## src/rtl/arm_pkg.sv

```systemverilog
// Shared definitions for the data-memory arbiter: default bus widths and
// the arbiter state encoding.
package arm_pkg;

    localparam int ADDR_W = 64;
    localparam int DATA_W = 64;

    typedef enum logic [1:0] {
        ST_CPU = 2'd0,
        ST_DBG = 2'd1,
        ST_ACK = 2'd2
    } arb_state_t;

endpackage

```

## src/rtl/dmem_arbiter.sv

```systemverilog
// Shares the single-port data memory between the CPU MEM stage (priority,
// zero-latency pass-through) and a debug/loader port with starvation forcing.
module dmem_arbiter
    import arm_pkg::*;
#(
    parameter int ADDR_W       = arm_pkg::ADDR_W,
    parameter int DATA_W       = arm_pkg::DATA_W,
    parameter int STARVE_LIMIT = 8
) (
    input  logic              clock,
    input  logic              reset,
    input  logic              cpu_read,
    input  logic              cpu_write,
    input  logic [ADDR_W-1:0] cpu_addr,
    input  logic [DATA_W-1:0] cpu_wdata,
    output logic [DATA_W-1:0] cpu_rdata,
    output logic              cpu_stall,
    input  logic              dbg_req,
    input  logic              dbg_we,
    input  logic [ADDR_W-1:0] dbg_addr,
    input  logic [DATA_W-1:0] dbg_wdata,
    output logic              dbg_ack,
    output logic [DATA_W-1:0] dbg_rdata,
    output logic              mem_read,
    output logic              mem_write,
    output logic [ADDR_W-1:0] mem_addr,
    output logic [DATA_W-1:0] mem_wdata,
    input  logic [DATA_W-1:0] mem_rdata
);

    localparam int CNT_W = $clog2(STARVE_LIMIT + 1);
    localparam logic [CNT_W-1:0] LIMIT_CNT = CNT_W'(STARVE_LIMIT);

    arb_state_t        state_reg, state_next;
    logic [CNT_W-1:0]  starve_cnt_reg, starve_cnt_next;
    logic              dbg_ack_reg, dbg_ack_next;
    logic [DATA_W-1:0] dbg_rdata_reg, dbg_rdata_next;

    logic cpu_act;
    logic dbg_sel;

    assign cpu_act = cpu_read | cpu_write;
    // Reset hands the bus back to the CPU so a debug access in flight is dropped.
    assign dbg_sel = (state_reg == ST_DBG) && !reset;

    always_comb begin
        mem_read  = 1'b0;
        mem_write = 1'b0;
        mem_addr  = cpu_addr;
        mem_wdata = cpu_wdata;
        cpu_rdata = mem_rdata;
        cpu_stall = 1'b0;
        if (dbg_sel) begin
            mem_read  = !dbg_we;
            mem_write = dbg_we;
            mem_addr  = dbg_addr;
            mem_wdata = dbg_wdata;
            cpu_rdata = '0;
            cpu_stall = cpu_act;
        end else if (!reset) begin
            mem_read  = cpu_read;
            mem_write = cpu_write;
        end
    end

    always_comb begin
        state_next      = state_reg;
        starve_cnt_next = starve_cnt_reg;
        dbg_ack_next    = 1'b0;
        dbg_rdata_next  = dbg_rdata_reg;
        case (state_reg)
            ST_CPU: begin
                if (dbg_req && (!cpu_act || starve_cnt_reg == LIMIT_CNT)) begin
                    state_next      = ST_DBG;
                    starve_cnt_next = '0;
                end else if (dbg_req && cpu_act && starve_cnt_reg != LIMIT_CNT) begin
                    starve_cnt_next = starve_cnt_reg + 1'b1;
                end
            end
            ST_DBG: begin
                state_next   = ST_ACK;
                dbg_ack_next = 1'b1;
                if (!dbg_we) begin
                    dbg_rdata_next = mem_rdata;
                end
            end
            // The ack cycle is always CPU-owned, guaranteeing a gap between debug accesses.
            ST_ACK:  state_next = ST_CPU;
            default: state_next = ST_CPU;
        endcase
    end

    always_ff @(posedge clock) begin
        if (reset) begin
            state_reg      <= ST_CPU;
            starve_cnt_reg <= '0;
            dbg_ack_reg    <= 1'b0;
            dbg_rdata_reg  <= '0;
        end else begin
            state_reg      <= state_next;
            starve_cnt_reg <= starve_cnt_next;
            dbg_ack_reg    <= dbg_ack_next;
            dbg_rdata_reg  <= dbg_rdata_next;
        end
    end

    assign dbg_ack   = dbg_ack_reg;
    assign dbg_rdata = dbg_rdata_reg;

endmodule

```

## config.mk

```make
export PLATFORM = sky130hd
export DESIGN_NAME = dmem_arbiter
export DESIGN_NICKNAME = d
export VERILOG_FILES = /design/src/rtl/arm_pkg.sv /design/src/rtl/dmem_arbiter.sv
export SDC_FILE = /design/constraint.sdc
export NUM_CORES = 1
export LEC_CHECK = 0
export BUFFER_PORTS_ARGS = -buffer_cell sky130_fd_sc_hd__buf_2
export CAP_MARGIN = 20
export CORE_AREA = 2 2 229 231
export DETAILED_ROUTE_END_ITERATION = 10
export DIE_AREA = 0 0 231 233
export PLACE_DENSITY_LB_ADDON = 0.08
export SETUP_SLACK_MARGIN = 0.1
export SYNTH_ARGS = -nofsm -noshare
export SYNTH_HDL_FRONTEND = slang
export SYNTH_SLANG_ARGS = --single-unit
```

## constraint.sdc

```tcl
create_clock -name clock -period 2.05 [get_ports clock]
set_input_delay 0.205 -clock clock [delete_from_list [all_inputs] [get_ports clock]]
set_output_delay 0.205 -clock clock [all_outputs]
set_load 0.01 [all_outputs]
```

==> results.json <==
{
  "status": "finished with violations",
  "failed_checks": "setup timing",
  "htree_num_levels": 3,
  "io_buffer_count": 585,
  "drtAntennaViolNets": 0,
  "cts_root_buffer": "clkbuf_16",
  "yosys_warnings": 0,
  "crit_path_max_fanout": 8,
  "post-place-ws_ns": 0.0865,
  "die_w_um": 231,
  "die_y_um": 233,
  "max_stage_delay_ns": 0.36,
  "vias_per_cell": 3.48,
  "core.rowCount": 83,
  "start_util": 0.0896,
  "required_ns": 1.85,
  "antenna_found_initial": 14,
  "reg2regPathDepth": 5,
  "synth_compound_gate_area_share": 0.0836,
  "ios": 586,
  "cts_tree": "built",
  "drive_above_1_share": 0.684,
  "timing.fmax_ghz": 0.458,
  "critPathTopFamily": "buffers and inverters",
  "critPathSlowestCell": "dfxtp_4",
  "min_to": "dbg_rdata[53]",
  "post-route-drc-count": 0,
  "synthArstFlopShare": 0,
  "dr.pass1.iters": 4,
  "hp-class": "in -> reg",
  "path_depth": 8,
  "area_growth_pct": 129,
  "grt_pass1_vias": 6629,
  "core-area_um2": 51100,
  "postSynthAreaPerCell_um2": 8.56,
  "worst-path-buf-inv": 5,
  "synth_mux_area_frac": 0.317,
  "worst_slack_ns": -0.135,
  "slew_violations": 0,
  "first_iter_violations": 188,
  "final_nets": 1470,
  "grt_use_total": 0.138,
  "worst_setup_path_start_kind": "flop",
  "clk_latency_ns": 0.35,
  "worstSetupEndpointType": "output port",
  "synth.area.top_cells": "mux2_1 (31%), dfxtp_1 (31%), nand2_1 (11%), nor2b_1 (9.2%), a21oi_1 (7.2%)",
  "r2r_slack_ns": 0.31,
  "synthSimpleGateAreaFrac": 0.223,
  "cts.sinks": 71,
  "clk_pin_slew_ns": 0.06,
  "placedCellCount": 1778,
  "dp_hpwl_um": 31500,
  "p_total_mw": 4.60,
  "powerDensity_nw_per_um2": 439,
  "dieArea_um2": 53800,
  "worst_slew_pin_slew_ns": 0.583,
  "gp_congestion": 0.886,
  "yosysSeqAreaShare": 0.310,
  "synthAdderAreaFrac": 0.00547,
  "drt_wl_total_um": 39500,
  "synth_nets": 863,
  "fillerInstances": 5832,
  "cts_hold_buf": 0,
  "grt_setup_unrepaired": "true",
  "ys_ff_latch": 71,
  "yosysUniqueCellTypes": 29,
  "largest_register_ffs": 64,
  "min_from": "mem_rdata[53]",
  "fin_crit_ns": 2.18,
  "grt_max_degree": 65,
  "yosys.area.top_type": "mux2_1",
  "syn_inst": 535,
  "hold_violations": 0,
  "setup_viol": 147,
  "grt-ovfl-total": 0,
  "fin_cells": 1831,
  "synthFlopType": "dfxtp_1",
  "clock-skew-final_ns": 0.00724,
  "synth_xor_area_frac": 0,
  "whs_path_depth": 3,
  "leakage_nw": 5.06,
  "synth_edf_count": 0,
  "vias": 6374,
  "r2r_start": "state_reg[0]",
  "grt_pass1_wl_um": 51500,
  "clock_path_buffers": 2,
  "max-slew-margin-rel": 0.610,
  "critPathKind": "reg -> out",
  "cts_buffers": 9,
  "wire_per_inst_um": 21.6,
  "ir_worst_vdd_v": 0.000438,
  "worstPathArrival_ns": 1.98,
  "synthDominantCellAreaShare": 0.315,
  "rr_endpoint": "starve_cnt_reg[3]",
  "finalCritPeriodShare": 1.07,
  "crit_chain": "nor2b_4 -> nor2b_4 -> buf_12 -> buf_16 -> buf_6 -> buf_8 -> mux2_4 -> buf_6",
  "synth_top_family_by_area": "multiplexers",
  "syn_area_um2": 4580,
  "cap_violations": 0
}
==> how the worst max path moves through the flow <==
stage / startpoint / endpoint / slack [ns]
floorplan: state_reg[0] / mem_addr[41] / 0.35
global placement: state_reg[0] / mem_addr[30] / 0.08
CTS: state_reg[1] / mem_addr[58] / -0.18
global route: state_reg[0] / mem_addr[4] / -0.22
finish: state_reg[1] / mem_addr[30] / -0.13
detailed placement: state_reg[0] / mem_addr[30] / 0.09
==> cell type report <==
cell class	instances	area, µm²	share of cell area
Antenna cell	4	10.0	0.000955
Clock buffer	9	225	0.0215
Clock inverter	7	71.3	0.00680
Inverter	2	7.51	0.000716
Multi-Input combinational cell	417	3380	0.323
Sequential cell	71	1430	0.136
Tap cell	680	851	0.0811
Timing Repair Buffer	641	4510	0.430
==> worst reg2reg max path, stage by stage, from the launching register on <==
cell	delay, ns
dfxtp_2	0.32
buf_4	0.12
buf_4	0.13
or3b_4	0.40
or4b_1	0.52
a31oi_1	0.17
==> routing by layer <==
layer / GRT usage / wire length [µm] / vias up
met1: 0.154 / 15200 / 2926
met4: 0.0538 / 1380 / 10
met2: 0.242 / 19400 / 355
met3: 0.0424 / 3440 / 53
li1: - / - / 3030
met5: 0.00184 / 66 / -
==> power breakdown <==
group,switching (mW),leakage [nW],internal (mW)
Sequential,0.0115,0.574,1.40
Clock,0.718,0.150,0.946
Combinational,0.683,4.33,0.845
Total,1.41,5.06,3.19
==> cell families after synthesis <==
kind of cell	Yosys count
buffers and inverters	47
DFF	71
adders and majority gates	2
muxes	129
AOI/OAI and AO/OA	73
and+or+nand+nor	213
==> synth_stat cells, types with 2 or more instances <==
| library cell | count |
|---|---|
| a21oi_1 | 66 |
| nand4_1 | 3 |
| ha_1 | 2 |
| nand2_1 | 130 |
| nand3b_1 | 2 |
| buf_4 | 2 |
| nor2_1 | 2 |
| nor3b_1 | 2 |
| nor2b_1 | 67 |
| clkbuf_1 | 23 |
| dfxtp_1 | 71 |
| buf_6 | 11 |
| inv_1 | 2 |
| a211oi_1 | 2 |
| mux2_1 | 128 |
| buf_2 | 9 |
==> placed cells by master, fill, tap and decap left out, types with 13 or more instances in the layout <==
master / instances
buf_2: 480
dfxtp_1: 69
mux2_1: 21
nand2_1: 130
nor2b_4: 13
mux2_4: 107
a21oi_1: 66
buf_4: 17
nor2b_1: 54
buf_16: 13
buf_6: 109
==> repair_timing <==
item                       4_1_cts  5_1_grt
cloned                           9        2
setup endpoints to repair      190      193
setup buffers                   23        1
resized for setup              259       94
==> through the flow <==
stage               hold slack, ns  TNS, ns   util  area [µm²]
floorplan                    0.341        0      -        4580
global placement             0.441        0  0.163        8330
detailed placement           0.443        0  0.163        8330
CTS                         0.0634   -20.25  0.196       10000
global route                0.0842   -24.62  0.205       10500
finish                      0.0895   -11.20  0.205       10500
(Power assumes the default switching activity.)
